$ cat config.mk
export PLATFORM = sky130hd
export DESIGN_NAME = binary_frame_gen_flat
export DESIGN_NICKNAME = d
export VERILOG_FILES = /design/src/rtl/binary_frame_gen_if.sv /design/src/rtl/binary_frame_gen.sv /design/src/flat_wrapper.sv
export SDC_FILE = /design/constraint.sdc
export NUM_CORES = 1
export LEC_CHECK = 0
export ABC_AREA = 1
export CAP_MARGIN = 20
export CORE_MARGIN = 2
export CORE_UTILIZATION = 30
export CTS_BUF_LIST = sky130_fd_sc_hd__clkbuf_4
export CTS_CLUSTER_DIAMETER = 120
export DETAILED_ROUTE_END_ITERATION = 8
export PLACE_DENSITY = 0.52
export SYNTH_ARGS = -nofsm -noshare
export SYNTH_HDL_FRONTEND = slang
export SYNTH_SLANG_ARGS = --single-unit
$ cat constraint.sdc
create_clock -name clk -period 7.4 [get_ports clk]
set_clock_uncertainty 0.15 [all_clocks]
set_input_delay 1.48 -clock clk [delete_from_list [all_inputs] [get_ports clk]]
set_output_delay 1.48 -clock clk [all_outputs]
set_load 0.01 [all_outputs]
$ cat src/rtl/binary_frame_gen_if.sv
// binary_frame_gen_if: pixel stream produced by the synthetic binary frame source.
// The master side is the generator; the slave side is a morphology stage or a bench.
interface binary_frame_gen_if;
    logic        vsync_o;
    logic        hsync_o;
    logic        data_en_o;
    logic [15:0] data_o;
    logic        frame_done_o;

    modport master (output vsync_o, hsync_o, data_en_o, data_o, frame_done_o);
    modport slave  (input  vsync_o, hsync_o, data_en_o, data_o, frame_done_o);
endinterface

$ cat src/rtl/binary_frame_gen.sv
// binary_frame_gen: synthetic binary video source (blank / disc / checkerboard /
// noisy disc) replacing the camera + binarisation path for bring-up.
// Pipeline: counters -> stage 1 (offsets, segment decodes) -> stage 2 (squares,
// compare, registered outputs); counter-to-output latency is 2 clocks.
// Optional feature macro: BINARY_FRAME_GEN_NOISE_EN adds the LFSR and makes mode 3
// a noisy disc; without it mode 3 draws the plain disc.
module binary_frame_gen #(
    parameter int H_SYNC   = 4,
    parameter int H_BP     = 4,
    parameter int H_ACTIVE = 640,
    parameter int H_FP     = 4,
    parameter int V_SYNC   = 2,
    parameter int V_BP     = 2,
    parameter int V_ACTIVE = 480,
    parameter int V_FP     = 2
) (
    input  logic               clk,
    input  logic               rst,
    input  logic               run_i,
    input  logic [1:0]         mode_i,
    input  logic [10:0]        ball_x_i,
    input  logic [10:0]        ball_y_i,
    input  logic [7:0]         radius_i,
    binary_frame_gen_if.master vid,
    output logic               busy_o
);
    localparam int H_TOTAL = H_SYNC + H_BP + H_ACTIVE + H_FP;
    localparam int V_TOTAL = V_SYNC + V_BP + V_ACTIVE + V_FP;
    localparam int HW      = $clog2(H_TOTAL);
    localparam int VW      = $clog2(V_TOTAL);
    localparam int STAGES  = 2;

    localparam logic [HW-1:0] H_LAST     = HW'(H_TOTAL - 1);
    localparam logic [HW-1:0] H_SYNC_END = HW'(H_SYNC);
    localparam logic [HW-1:0] H_ACT_BEG  = HW'(H_SYNC + H_BP);
    localparam logic [HW-1:0] H_ACT_LAST = HW'(H_SYNC + H_BP + H_ACTIVE - 1);
    localparam logic [VW-1:0] V_LAST     = VW'(V_TOTAL - 1);
    localparam logic [VW-1:0] V_SYNC_END = VW'(V_SYNC);
    localparam logic [VW-1:0] V_ACT_BEG  = VW'(V_SYNC + V_BP);
    localparam logic [VW-1:0] V_ACT_LAST = VW'(V_SYNC + V_BP + V_ACTIVE - 1);
    localparam logic [11:0]   X_ORG      = 12'(H_SYNC + H_BP);
    localparam logic [11:0]   Y_ORG      = 12'(V_SYNC + V_BP);

    typedef enum logic [1:0] {IDLE, RUN, STOP} state_t;

    state_t          state, state_nxt;
    logic [HW-1:0]   h_cnt;
    logic [VW-1:0]   v_cnt;
    logic            running;
    logic            frame_start;
    logic            frame_end;
    logic            h_act, v_act, pix_act;

    // frame parameters, frozen for the whole frame
    logic [1:0]      mode_sh;
    logic [10:0]     cx_sh, cy_sh;
    logic [7:0]      rad_sh;

    logic [11:0]     x, y, dx, dy;
    logic [15:0]     r_sq;

    // stage 1 registers
    logic            s1_hs, s1_vs, s1_de, s1_chk, s1_noise;
    logic [1:0]      s1_mode;
    logic [11:0]     s1_adx, s1_ady;
    logic [15:0]     s1_rsq;

    // stage 2 combinational
    logic [21:0]     dx_sq, dy_sq;
    logic [22:0]     dist_sq;
    logic            disc_hit;
    logic            obj;

    // frame activity and frame-end tags travel alongside the data pipeline
    logic [STAGES-1:0] vld_pipe;
    logic [STAGES-1:0] fe_pipe;

    function automatic logic [11:0] abs12(input logic [11:0] v);
        return v[11] ? (~v + 12'd1) : v;
    endfunction

    assign running     = (state != IDLE);
    assign frame_start = (h_cnt == '0) && (v_cnt == '0);
    assign frame_end   = running && (h_cnt == H_LAST) && (v_cnt == V_LAST);
    assign h_act       = (h_cnt >= H_ACT_BEG) && (h_cnt <= H_ACT_LAST);
    assign v_act       = (v_cnt >= V_ACT_BEG) && (v_cnt <= V_ACT_LAST);
    assign pix_act     = running && h_act && v_act;

    // state register
    always_ff @(posedge clk or posedge rst) begin
        if (rst) state <= IDLE;
        else     state <= state_nxt;
    end

    // next-state: a frame, once begun, always runs to its last clock
    always_comb begin
        state_nxt = state;
        case (state)
            IDLE: if (run_i) state_nxt = RUN;
            RUN: begin
                // run_i dropping on the final clock already completes the frame
                if (!run_i) state_nxt = frame_end ? IDLE : STOP;
            end
            STOP: if (frame_end) state_nxt = run_i ? RUN : IDLE;
            default: state_nxt = IDLE;
        endcase
    end

    // raster counters; parked at the origin while idle
    always_ff @(posedge clk or posedge rst) begin
        if (rst) begin
            h_cnt <= '0;
            v_cnt <= '0;
        end else if (!running) begin
            h_cnt <= '0;
            v_cnt <= '0;
        end else if (h_cnt == H_LAST) begin
            h_cnt <= '0;
            v_cnt <= (v_cnt == V_LAST) ? '0 : v_cnt + VW'(1);
        end else begin
            h_cnt <= h_cnt + HW'(1);
        end
    end

    // shadow the frame parameters at the frame origin
    always_ff @(posedge clk or posedge rst) begin
        if (rst) begin
            mode_sh <= '0;
            cx_sh   <= '0;
            cy_sh   <= '0;
            rad_sh  <= '0;
        end else if (frame_start) begin
            mode_sh <= mode_i;
            cx_sh   <= ball_x_i;
            cy_sh   <= ball_y_i;
            rad_sh  <= radius_i;
        end
    end

    // active-area coordinates and centre offsets (12-bit two's complement)
    assign x    = 12'(h_cnt) - X_ORG;
    assign y    = 12'(v_cnt) - Y_ORG;
    assign dx   = x - {1'b0, cx_sh};
    assign dy   = y - {1'b0, cy_sh};
    assign r_sq = 16'(rad_sh) * 16'(rad_sh);

`ifdef BINARY_FRAME_GEN_NOISE_EN
    localparam logic [15:0] LFSR_SEED = 16'hACE1;

    logic [15:0] lfsr;
    logic        lfsr_fb;

    assign lfsr_fb = lfsr[15] ^ lfsr[13] ^ lfsr[12] ^ lfsr[10];

    // noise LFSR: restarts every frame so each frame's noise pattern repeats
    always_ff @(posedge clk or posedge rst) begin
        if (rst)              lfsr <= LFSR_SEED;
        else if (frame_start) lfsr <= LFSR_SEED;
        else if (pix_act)     lfsr <= {lfsr[14:0], lfsr_fb};
    end
`endif

    // stage 1: segment decodes, offset magnitudes, per-pixel pattern bits
    always_ff @(posedge clk or posedge rst) begin
        if (rst) begin
            s1_hs    <= 1'b0;
            s1_vs    <= 1'b0;
            s1_de    <= 1'b0;
            s1_chk   <= 1'b0;
            s1_noise <= 1'b0;
            s1_mode  <= '0;
            s1_adx   <= '0;
            s1_ady   <= '0;
            s1_rsq   <= '0;
        end else begin
            s1_hs    <= running && (h_cnt < H_SYNC_END);
            s1_vs    <= running && (v_cnt < V_SYNC_END);
            s1_de    <= pix_act;
            s1_chk   <= x[3] ^ y[3];
`ifdef BINARY_FRAME_GEN_NOISE_EN
            s1_noise <= (lfsr[7:0] == 8'h00);
`else
            s1_noise <= 1'b0;
`endif
            s1_mode  <= mode_sh;
            s1_adx   <= abs12(dx);
            s1_ady   <= abs12(dy);
            s1_rsq   <= r_sq;
        end
    end

    // stage 2 arithmetic: the squares only need 22 bits inside the active area
    assign dx_sq    = 22'(s1_adx) * 22'(s1_adx);
    assign dy_sq    = 22'(s1_ady) * 22'(s1_ady);
    assign dist_sq  = 23'(dx_sq) + 23'(dy_sq);
    assign disc_hit = (dist_sq <= 23'(s1_rsq));

    // pattern select
    always_comb begin
        obj = 1'b0;
        case (s1_mode)
            2'd1: obj = disc_hit;
            2'd2: obj = s1_chk;
`ifdef BINARY_FRAME_GEN_NOISE_EN
            2'd3: obj = disc_hit ^ s1_noise;
`else
            2'd3: obj = disc_hit | (s1_noise & 1'b0);
`endif
            default: obj = 1'b0;
        endcase
    end

    // frame activity / frame-end shift registers
    always_ff @(posedge clk or posedge rst) begin
        if (rst) begin
            vld_pipe <= '0;
            fe_pipe  <= '0;
        end else begin
            vld_pipe <= {vld_pipe[STAGES-2:0], running};
            fe_pipe  <= {fe_pipe[STAGES-2:0], frame_end};
        end
    end

    // stage 2: registered stream outputs; frame_done trails the last pixel clock by one
    always_ff @(posedge clk or posedge rst) begin
        if (rst) begin
            vid.vsync_o      <= 1'b0;
            vid.hsync_o      <= 1'b0;
            vid.data_en_o    <= 1'b0;
            vid.data_o       <= '0;
            vid.frame_done_o <= 1'b0;
        end else begin
            vid.vsync_o      <= s1_vs;
            vid.hsync_o      <= s1_hs;
            vid.data_en_o    <= s1_de;
            vid.data_o       <= (s1_de && obj) ? 16'hFFFF : 16'h0000;
            vid.frame_done_o <= fe_pipe[STAGES-1];
        end
    end

    // busy covers the delayed stream of every frame and its done pulse
    assign busy_o = vld_pipe[STAGES-1] | vid.frame_done_o;

endmodule

$ cat src/flat_wrapper.sv
// flat-port wrapper written by rule: the top's interface ports become plain ports
module binary_frame_gen_flat 
#(
    parameter int H_SYNC   = 4,
    parameter int H_BP     = 4,
    parameter int H_ACTIVE = 640,
    parameter int H_FP     = 4,
    parameter int V_SYNC   = 2,
    parameter int V_BP     = 2,
    parameter int V_ACTIVE = 480,
    parameter int V_FP     = 2
)
  (clk, rst, run_i, mode_i, ball_x_i, ball_y_i, radius_i, busy_o, vid_vsync_o, vid_hsync_o, vid_data_en_o, vid_data_o, vid_frame_done_o);
  binary_frame_gen_if vid_i ();
  input  logic clk;
  input  logic rst;
  input  logic run_i;
  input  logic [1:0] mode_i;
  input  logic [10:0] ball_x_i;
  input  logic [10:0] ball_y_i;
  input  logic [7:0] radius_i;
  output logic busy_o;
  output wire logic [$bits(vid_i.vsync_o)-1:0] vid_vsync_o;
  output wire logic [$bits(vid_i.hsync_o)-1:0] vid_hsync_o;
  output wire logic [$bits(vid_i.data_en_o)-1:0] vid_data_en_o;
  output wire logic [$bits(vid_i.data_o)-1:0] vid_data_o;
  output wire logic [$bits(vid_i.frame_done_o)-1:0] vid_frame_done_o;
  assign vid_vsync_o = vid_i.vsync_o;
  assign vid_hsync_o = vid_i.hsync_o;
  assign vid_data_en_o = vid_i.data_en_o;
  assign vid_data_o = vid_i.data_o;
  assign vid_frame_done_o = vid_i.frame_done_o;
  binary_frame_gen #(.H_SYNC(H_SYNC), .H_BP(H_BP), .H_ACTIVE(H_ACTIVE), .H_FP(H_FP), .V_SYNC(V_SYNC), .V_BP(V_BP), .V_ACTIVE(V_ACTIVE), .V_FP(V_FP)) u_core (.clk(clk), .rst(rst), .run_i(run_i), .mode_i(mode_i), .ball_x_i(ball_x_i), .ball_y_i(ball_y_i), .radius_i(radius_i), .vid(vid_i), .busy_o(busy_o));
endmodule
==> flow_summary.yaml, run 1 <==
timing:
  setup_viol: 0
  tightest_slew_ns: 0.912
  slew_violations: 0
  period_needed_ns: 6.96
  slew-limit-headroom_pct: 39.2
  fmax_mhz: 144
  hold_viol: 0
  period_share_pct: 94.0
clock_network:
  clock_latency_ns: 0.57
  cts_tree: "done"
  clock_sinks: 107
  cts_root_buffer: "clkbuf_4"
  numCtsBuffers: 9
  htree_levels: 3
  hold_buffers: 0
  clk_pin_slew_ns: 0.19
  cts_buffer_depth: 2
die:
  die_x_um: 242
  io_pins: 56
  die_area_sq_um: 58700
  coreArea_sq_um: 56300
  fp.dieH_um: 242
  start_util_pct: 30.3
  placementRows: 87
yosys:
  synth_fa_ha_area_share_pct: 37.9
  synth_top_area_share_pct: 22.8
  ys_seq_area_share_pct: 15.7
  netlist_instances: 2214
  syn_nets: 2648
  synth_edf_count: 0
  synth_top_family_by_area: "adder cells"
  synth_area_sq_um: 17000
  yosysWarningCount: 0
  synth-compound-area-share_pct: 6.38
  synthArstFlopShare_pct: 100
  synth_top_flop_cell: "dfrtp_1"
  synth_cell_types: 54
  synth_mux_area_share_pct: 0.485
  synthSimpleGateAreaFrac_pct: 17.1
  synth_top_area_cell: "fa_1"
  syn_area_per_cell_sq_um: 7.69
  ys_seq_elements: 107
  synthXorXnorAreaFrac_pct: 6.80
  synthTopCellsByArea: "fa_1, dfrtp_1, ha_1"
outcome:
  outcome: "finished clean"
worst_setup_path:
  reg2reg_setup_slack_ns: 0.44
  slowest_delay_ns: 0.53
  cp.arrival_ns: 7.24
  crit_path_max_fanout: 9
  cp.required_ns: 7.68
  r2r_start: "u_core.s1_adx[3]"
  r2r_cells: 35
  r2r-end: "u_core.vid.data_o[14]"
  cp_slowest_cell: "dfrtp_2"
  crit_path_start_kind: "register"
  end_kind: "register"
  timing.critical_path.to: "u_core.vid.data_o[14]"
  timing_worst_setup_path_type: "reg2reg"
  cp-startpoint: "u_core.s1_adx[3]"
placed_design:
  dp_cells: 2975
  gp_congestion: 0.882
  numPortBuffers: 55
  dpl.hpwl_um: 33000
job:
  cap_violations: 0
drt:
  drc: 0
  drt_iter0_drc: 532
  vias_per_cell: 4.32
  antenna_left: 0
  vias: 13020
  drt_wl_total_um: 38300
  dr.pass1.iters: 5
  wl_per_cell_um: 12.7
final_layout:
  layout.cells.non_filler: 3014
  layout-drive-gt1-share_pct: 5.59
  area_growth_pct: 9.81
  nFillCells: 5937
  fin_nets: 2684
global_route:
  antenna_found_initial: 2
  grt_pass1_wl_um: 64600
  grt_pass1_vias: 13432
  track_usage_pct: 13.3
  gr-total-overflow: 0
  grt_max_degree: 68
hold_path:
  worstHoldStart: "u_core.fe_pipe[1]"
  hp-class: "reg2reg"
worst max-delay path, delay by kind of cell, from the launching register on:
family	cells	cell delay, ns
AND/OR/NAND/NOR	12	1.11
flip-flops	1	0.53
AO/OA/AOI/OAI	6	0.71
adder cells (fa/ha/maj)	8	3.54
buffers and inverters	7	0.43
XOR/XNOR	2	0.36
worst min-delay path by stage:
| stage | end | slack (ns) | cells past startpoint |
|---|---|---|---|
| after detailed placement | u_core.vid.vsync_o | 0.19 | 0 |
| after floorplan | u_core.fe_pipe[1] | 0.18 | 0 |
| after CTS | u_core.vid.frame_done_o | 0.23 | 0 |
| final | u_core.vid.frame_done_o | 0.22 | 0 |
| after global placement | u_core.vid.frame_done_o | 0.19 | 0 |
| after global routing | u_core.vid.frame_done_o | 0.25 | 0 |
through the flow:
stage	TNS [ns]	cell area (sq um)	setup slack [ns]	util, %	hold slack, ns
after global routing	-0.0175	18700	-0.0175	33.2	0.246
after floorplan	0	17000	0.787	-	0.181
after CTS	0	18400	0.142	32.7	0.228
after detailed placement	0	18300	0.206	32.5	0.186
final	0	18700	0.442	33.2	0.223
after global placement	0	18300	0.419	32.5	0.187
cell usage in the layout, fill, tap and decap left out, types with 9 or more instances in the layout:
master	instances
o21ai_0	39
xor2_1	80
dfrtp_2	16
fa_1	194
buf_4	31
a21oi_1	113
nand4_1	25
clkdlybuf4s50_1	55
ha_1	202
nand3_1	58
nor3_1	18
nand2_1	433
dfrtp_1	91
clkbuf_4	9
nor2_1	122
xnor2_1	35
o21ai_1	10
inv_1	609
cell type report:
cell class	count	area (sq um)	share of cell area (%)
Clock inverter	7	70.1	0.375
Antenna cell	3	7.51	0.0401
Multi-Input combinational cell	1425	11700	62.8
Tap cell	756	946	5.06
Sequential cell	107	2700	14.4
Timing Repair Buffer	90	846	4.52
Inverter	617	2320	12.4
Clock buffer	9	67.6	0.361
flip-flops by register name (all words and copies together) (netlist names):
register	cells
u_core.v_cnt	9
u_core.s1_rsq	15
u_core.s1_de	1
u_core.vld_pipe	2
u_core.cy_sh	11
u_core.s1_ady	12
u_core.vid.data_en_o	1
u_core.vid.vsync_o	1
u_core.fe_pipe	2
u_core.vid.hsync_o	1
u_core.s1_hs	1
u_core.state	2
u_core.vid.data_o	1
u_core.s1_adx	12
u_core.h_cnt	10
u_core.s1_chk	1
u_core.mode_sh	2
u_core.s1_vs	1
u_core.cx_sh	11
u_core.s1_mode	2
u_core.vid.frame_done_o	1
u_core.rad_sh	8
logic make-up (layout without fill, tap and decap cells):
kind of cell,Yosys count,after routing
fa+ha+maj,399,399
compound gates,200,200
xor+xnor,124,124
simple gates,694,694
flops,107,107
other cells,0,3
buf+inv,682,723
mux,8,8
layer usage:
| metal | GRT usage (%) | vias up | wire length, um |
|---|---|---|---|
| li1 | - | 6647 | - |
| met1 | 17.3 | 6168 | 18000 |
| met2 | 23.7 | 171 | 18800 |
| met3 | 1.42 | 34 | 817 |
| met4 | 3.18 | 0 | 657 |
| met5 | 0 | - | 0 |
synthesized netlist by cell type (3+ instances only):
library cell,number
or2_2,4
fa_1,194
nand3b_1,3
dfrtp_1,107
nor3_1,18
mux2i_1,6
a21boi_0,3
xor2_2,6
o21ai_1,7
nor2_2,4
nor4_1,3
clkbuf_1,36
o21ai_0,43
buf_6,5
ha_1,205
inv_2,7
nor2_1,125
xor2_1,81
buf_4,16
nand2_2,4
a21oi_1,118
o22ai_1,4
nand2_1,434
a21o_1,3
nand3_1,58
xnor2_1,35
inv_1,610
buf_2,8
nand4_1,25
o31ai_1,4
o21ai_2,3
what timing repair did:
item | CTS | global route
buffers inserted | 0 | 20
setup endpoints to repair | 0 | 1
resized for setup | 0 | 37
Power of run 1 is not shown: default switching activity piles up to over one toggle a cycle in this logic, so the estimate is an artifact.
==> run 2: changes to the inputs <==
Settings changed: CTS_BUF_LIST sky130_fd_sc_hd__clkbuf_4 to default.
Clock period 7.4 ns to 6.65 ns, I/O delays scaled along.
==> flow_summary.yaml, run 2 (synthesis gave the netlist of run 1 again) <==
worst_setup_path:
  crit_family: "adder cells"
  cp.arrival_ns: 6.70
  crit_path_max_fanout: 5
  r2r_cells: 35
  worst-path-buf-inv: 7
  reg2reg_setup_slack_ns: 0.03
  crit_top_cell: "inv_1"
  r2r-end: "u_core.vid.data_o[14]"
  timing_worst_setup_path_type: "reg2reg"
  cp-startpoint: "u_core.s1_adx[6]"
  slowest_delay_ns: 0.54
  cp.required_ns: 6.73
  end_kind: "register"
  cp_slowest_cell: "fa_1"
  r2r_start: "u_core.s1_adx[6]"
  crit_path_start_kind: "register"
timing:
  rsz0062_at_grt: "yes"
  hold_viol: 0
  setup_viol: 0
  period_needed_ns: 6.62
  fmax_mhz: 151
  slew_violations: 0
  slew-limit-headroom_pct: 44.0
  period_share_pct: 99.6
  fin_ws_ns: 0.0264
  tightest_slew_ns: 0.838
drt:
  vias_per_cell: 4.31
  wl_per_cell_um: 12.3
  drt_wl_total_um: 38800
  drc: 0
  dr.pass1.iters: 5
  vias: 13594
  drt_iter0_drc: 453
  antenna_left: 0
hold_path:
  hp-class: "reg2reg"
  hold_end: "u_core.vid.frame_done_o"
  worstHoldStart: "u_core.fe_pipe[1]"
  min_path_cells: 0
die:
  die_x_um: 242
  placementRows: 87
  start_util_pct: 30.3
  fp.dieH_um: 242
  io_pins: 56
  coreArea_sq_um: 56300
  die_area_sq_um: 58700
final_layout:
  layout-drive-gt1-share_pct: 12.2
  finish.utilization_pct: 35.7
  top_register: "u_core.s1_rsq"
  layout_common_cells: "inv_1, nand2_1, ha_1, fa_1, buf_4"
  nFillCells: 5921
  stdcell_area_sq_um: 20100
  fin_nets: 2824
  largest_register_ffs: 15
  area_growth_pct: 18.0
  diodes: 0
  layout.cells.non_filler: 3151
  biggestRegsByFlops: "u_core.s1_rsq x15, u_core.s1_adx x12, u_core.s1_ady x12"
  layout_commonest_cell: "inv_1"
global_route:
  grt_pass1_wl_um: 66500
  gr-total-overflow: 0
  track_usage_pct: 13.6
  grt_max_degree: 61
  grt_pass1_vias: 14233
  antenna_found_initial: 0
placed_design:
  gp_congestion: 0.898
  dp_cells: 3115
  dpl.hpwl_um: 33800
  detailed_place.area_sq_um: 19400
  numPortBuffers: 55
  pre_cts_ws_ns: -0.283
clock_network:
  clk_pin_slew_ns: 0.08
  htree_levels: 3
  numCtsBuffers: 9
  cts_tree: "done"
  clock_sinks: 107
  cts_buffer_depth: 2
  cts_root_buffer: "clkbuf_16"
  clock_latency_ns: 0.38
job:
  cap_violations: 0
outcome:
  outcome: "finished clean"
-- run 2: worst max-delay path by stage --
| stage | to | cells past startpoint |
|---|---|---|
| after CTS | u_core.vid.data_o[14] | 37 |
| after global placement | u_core.vid.data_o[14] | 36 |
| final | u_core.vid.data_o[14] | 35 |
| after detailed placement | u_core.vid.data_o[14] | 35 |
| after global routing | u_core.vid.data_o[14] | 35 |
| after floorplan | u_core.vid.data_o[14] | 36 |
-- run 2: per-layer routing --
layer	routed length (um)	GRT usage, %	up-vias	part of all wire, %
met3	856	1.35	37	2.2
met5	0	0	-	0
met1	18000	17.4	6444	46
met4	894	3.83	0	2.3
met2	19100	24.3	183	49
li1	-	-	6930	-
-- run 2: area by class of cell --
| cell class | count | area (sq um) | area share, % |
|---|---|---|---|
| multi-input combinational | 1425 | 11900 | 59.4 |
| sequential | 107 | 2690 | 13.4 |
| inverter | 617 | 2320 | 11.5 |
| timing repair buffer | 230 | 1880 | 9.38 |
| tap | 756 | 946 | 4.71 |
| clock buffer | 9 | 225 | 1.12 |
| clock inverter | 7 | 103 | 0.511 |
-- run 2: timing repair --
action                     CTS  global route
hold buffers                 0             0
setup endpoints to repair    1             1
gates resized for setup     42            23
setup buffers               14             6
gates cloned                 0             0
pin swaps                   18            20
-- run 2: through the flow --
step / TNS [ns] / hold WS [ns]
floorplan: 0 / 0.181
global placement: -0.119 / 0.187
detailed placement: -0.283 / 0.187
CTS: 0 / 0.207
global route: -0.448 / 0.211
finish: 0 / 0.203
Power of run 2 is left out for the same reason.
==> run 3: changes to the inputs <==
Settings changed: CTS_CLUSTER_DIAMETER 120 to 40.
Clock period 6.65 ns to 6.6 ns, I/O delays scaled along.
==> flow_summary.yaml, run 3 (synthesis gave the netlist of run 1 again) <==
outcome:
  outcome: "finished clean"
drt:
  dr.pass1.iters: 6
  drc: 0
  drt_iter0_drc: 473
  vias: 13627
  vias_per_cell: 4.29
  wl_per_cell_um: 12.4
  drt_wl_total_um: 39400
  antenna_left: 0
timing:
  tightest_slew_ns: 0.810
  whs_ns: 0.202
  slew-limit-headroom_pct: 45.6
  slew_violations: 0
  fmax_mhz: 152
  setup_viol: 0
  period_share_pct: 99.5
  hold_viol: 0
  rsz0062_at_grt: "yes"
  period_needed_ns: 6.57
die:
  fp.dieH_um: 242
  coreArea_sq_um: 56300
  start_util_pct: 30.3
  die_x_um: 242
  placementRows: 87
  die_area_sq_um: 58700
  io_pins: 56
placed_design:
  gp_congestion: 0.871
  numPortBuffers: 55
  dpl.hpwl_um: 33900
worst_setup_path:
  crit_path_max_fanout: 6
  cp.required_ns: 6.68
  timing_worst_setup_path_type: "reg2reg"
  cp.arrival_ns: 6.65
  cp_slowest_cell: "fa_1"
  cp-startpoint: "u_core.s1_adx[3]"
  r2r_start: "u_core.s1_adx[3]"
  crit_path_start_kind: "register"
  end_kind: "register"
  slowest_delay_ns: 0.52
  crit_top_cell: "fa_1"
clock_network:
  cts_root_buffer: "clkbuf_16"
  clock_latency_ns: 0.38
  cts_buffer_depth: 2
  clk_pin_slew_ns: 0.08
  htree_levels: 3
  numCtsBuffers: 9
  clock_sinks: 107
  cts_tree: "done"
final_layout:
  layout_commonest_cell: "inv_1"
  area_growth_pct: 21.3
  top_register: "u_core.s1_rsq"
  layout-drive-gt1-share_pct: 16.1
  fin_nets: 2850
  seq_area_sq_um: 2690
  biggestRegsByFlops: "u_core.s1_rsq x15, u_core.s1_adx x12, u_core.s1_ady x12"
  diodes: 0
  layout_common_cells: "inv_1, nand2_1, fa_1, buf_4, ha_1"
  nFillCells: 5831
  largest_register_ffs: 15
  multiInputGateArea_sq_um: 12300
hold_path:
  worstHoldStart: "u_core.fe_pipe[1]"
  hp-class: "reg2reg"
global_route:
  grt_pass1_wl_um: 66200
  antenna_found_initial: 1
  grt_pass1_vias: 13968
  track_usage_pct: 13.6
  gr-total-overflow: 0
  grt_max_degree: 72
job:
  cap_violations: 0
[run 3: timing repair]
action,in CTS,in global routing
pin swaps,32,53
hold endpoints to repair,0,0
setup buffers,11,11
gates resized for setup,53,104
hold buffers,0,0
setup endpoints to repair,1,1
[run 3: worst paths after layout]
check                                     endpoint  slack [ns]  cells past startpoint
hold reg to reg            u_core.vid.frame_done_o        0.20                      0
max in group asynchronous         u_core.s1_ady[5]        4.24                      3
setup reg to reg             u_core.vid.data_o[14]        0.03                     34
min in group asynchronous         u_core.s1_adx[9]        1.17                      2
setup / recovery             u_core.vid.data_o[14]        0.03                     34
hold / removal             u_core.vid.frame_done_o        0.20                      0
[run 3: per-layer routing]
metal  share of wire [%]  vias to the layer above  GRT usage (%)
met4                 1.6                        0           3.21
li1                    -                     6976              -
met1                  46                     6426           17.4
met3                 2.5                       29           1.34
met5                   0                        -              0
met2                  50                      196           24.5
[run 3: stage by stage]
stage | util, % | std cells | setup WS (ns) | setup TNS (ns) | instance area (sq um)
3_5_place_dp | 34.7 | 3138 | -0.255 | -0.255 | 19500
5_1_grt | 36.7 | 3177 | -0.298 | -0.298 | 20700
2_1_floorplan | - | 2214 | 0.00132 | 0 | 17000
6_report | 36.7 | 3177 | 0.0321 | 0 | 20700
4_1_cts | 35.8 | 3165 | 0.00622 | 0 | 20100
3_3_place_gp | 34.7 | 3138 | -0.204 | -0.204 | 19500
[run 3: area by class of cell]
class | instances | share of cell area (%)
clock inverters | 6 | 0.315
well taps | 756 | 4.58
repair buffers | 256 | 10.3
multi-input cells | 1425 | 59.4
flip-flops and latches | 107 | 13.0
inverters | 617 | 11.2
clock buffers | 10 | 1.16
[run 3: worst max-delay path, delay by kind of cell, from the launching register on]
family	cells	cell delay, ns
compound gates	4	0.44
xor+xnor	2	0.38
buf+inv	6	0.38
fa+ha+maj	8	3.41
simple gates	14	1.16
flops	1	0.47
Power of run 3 is left out for the same reason.
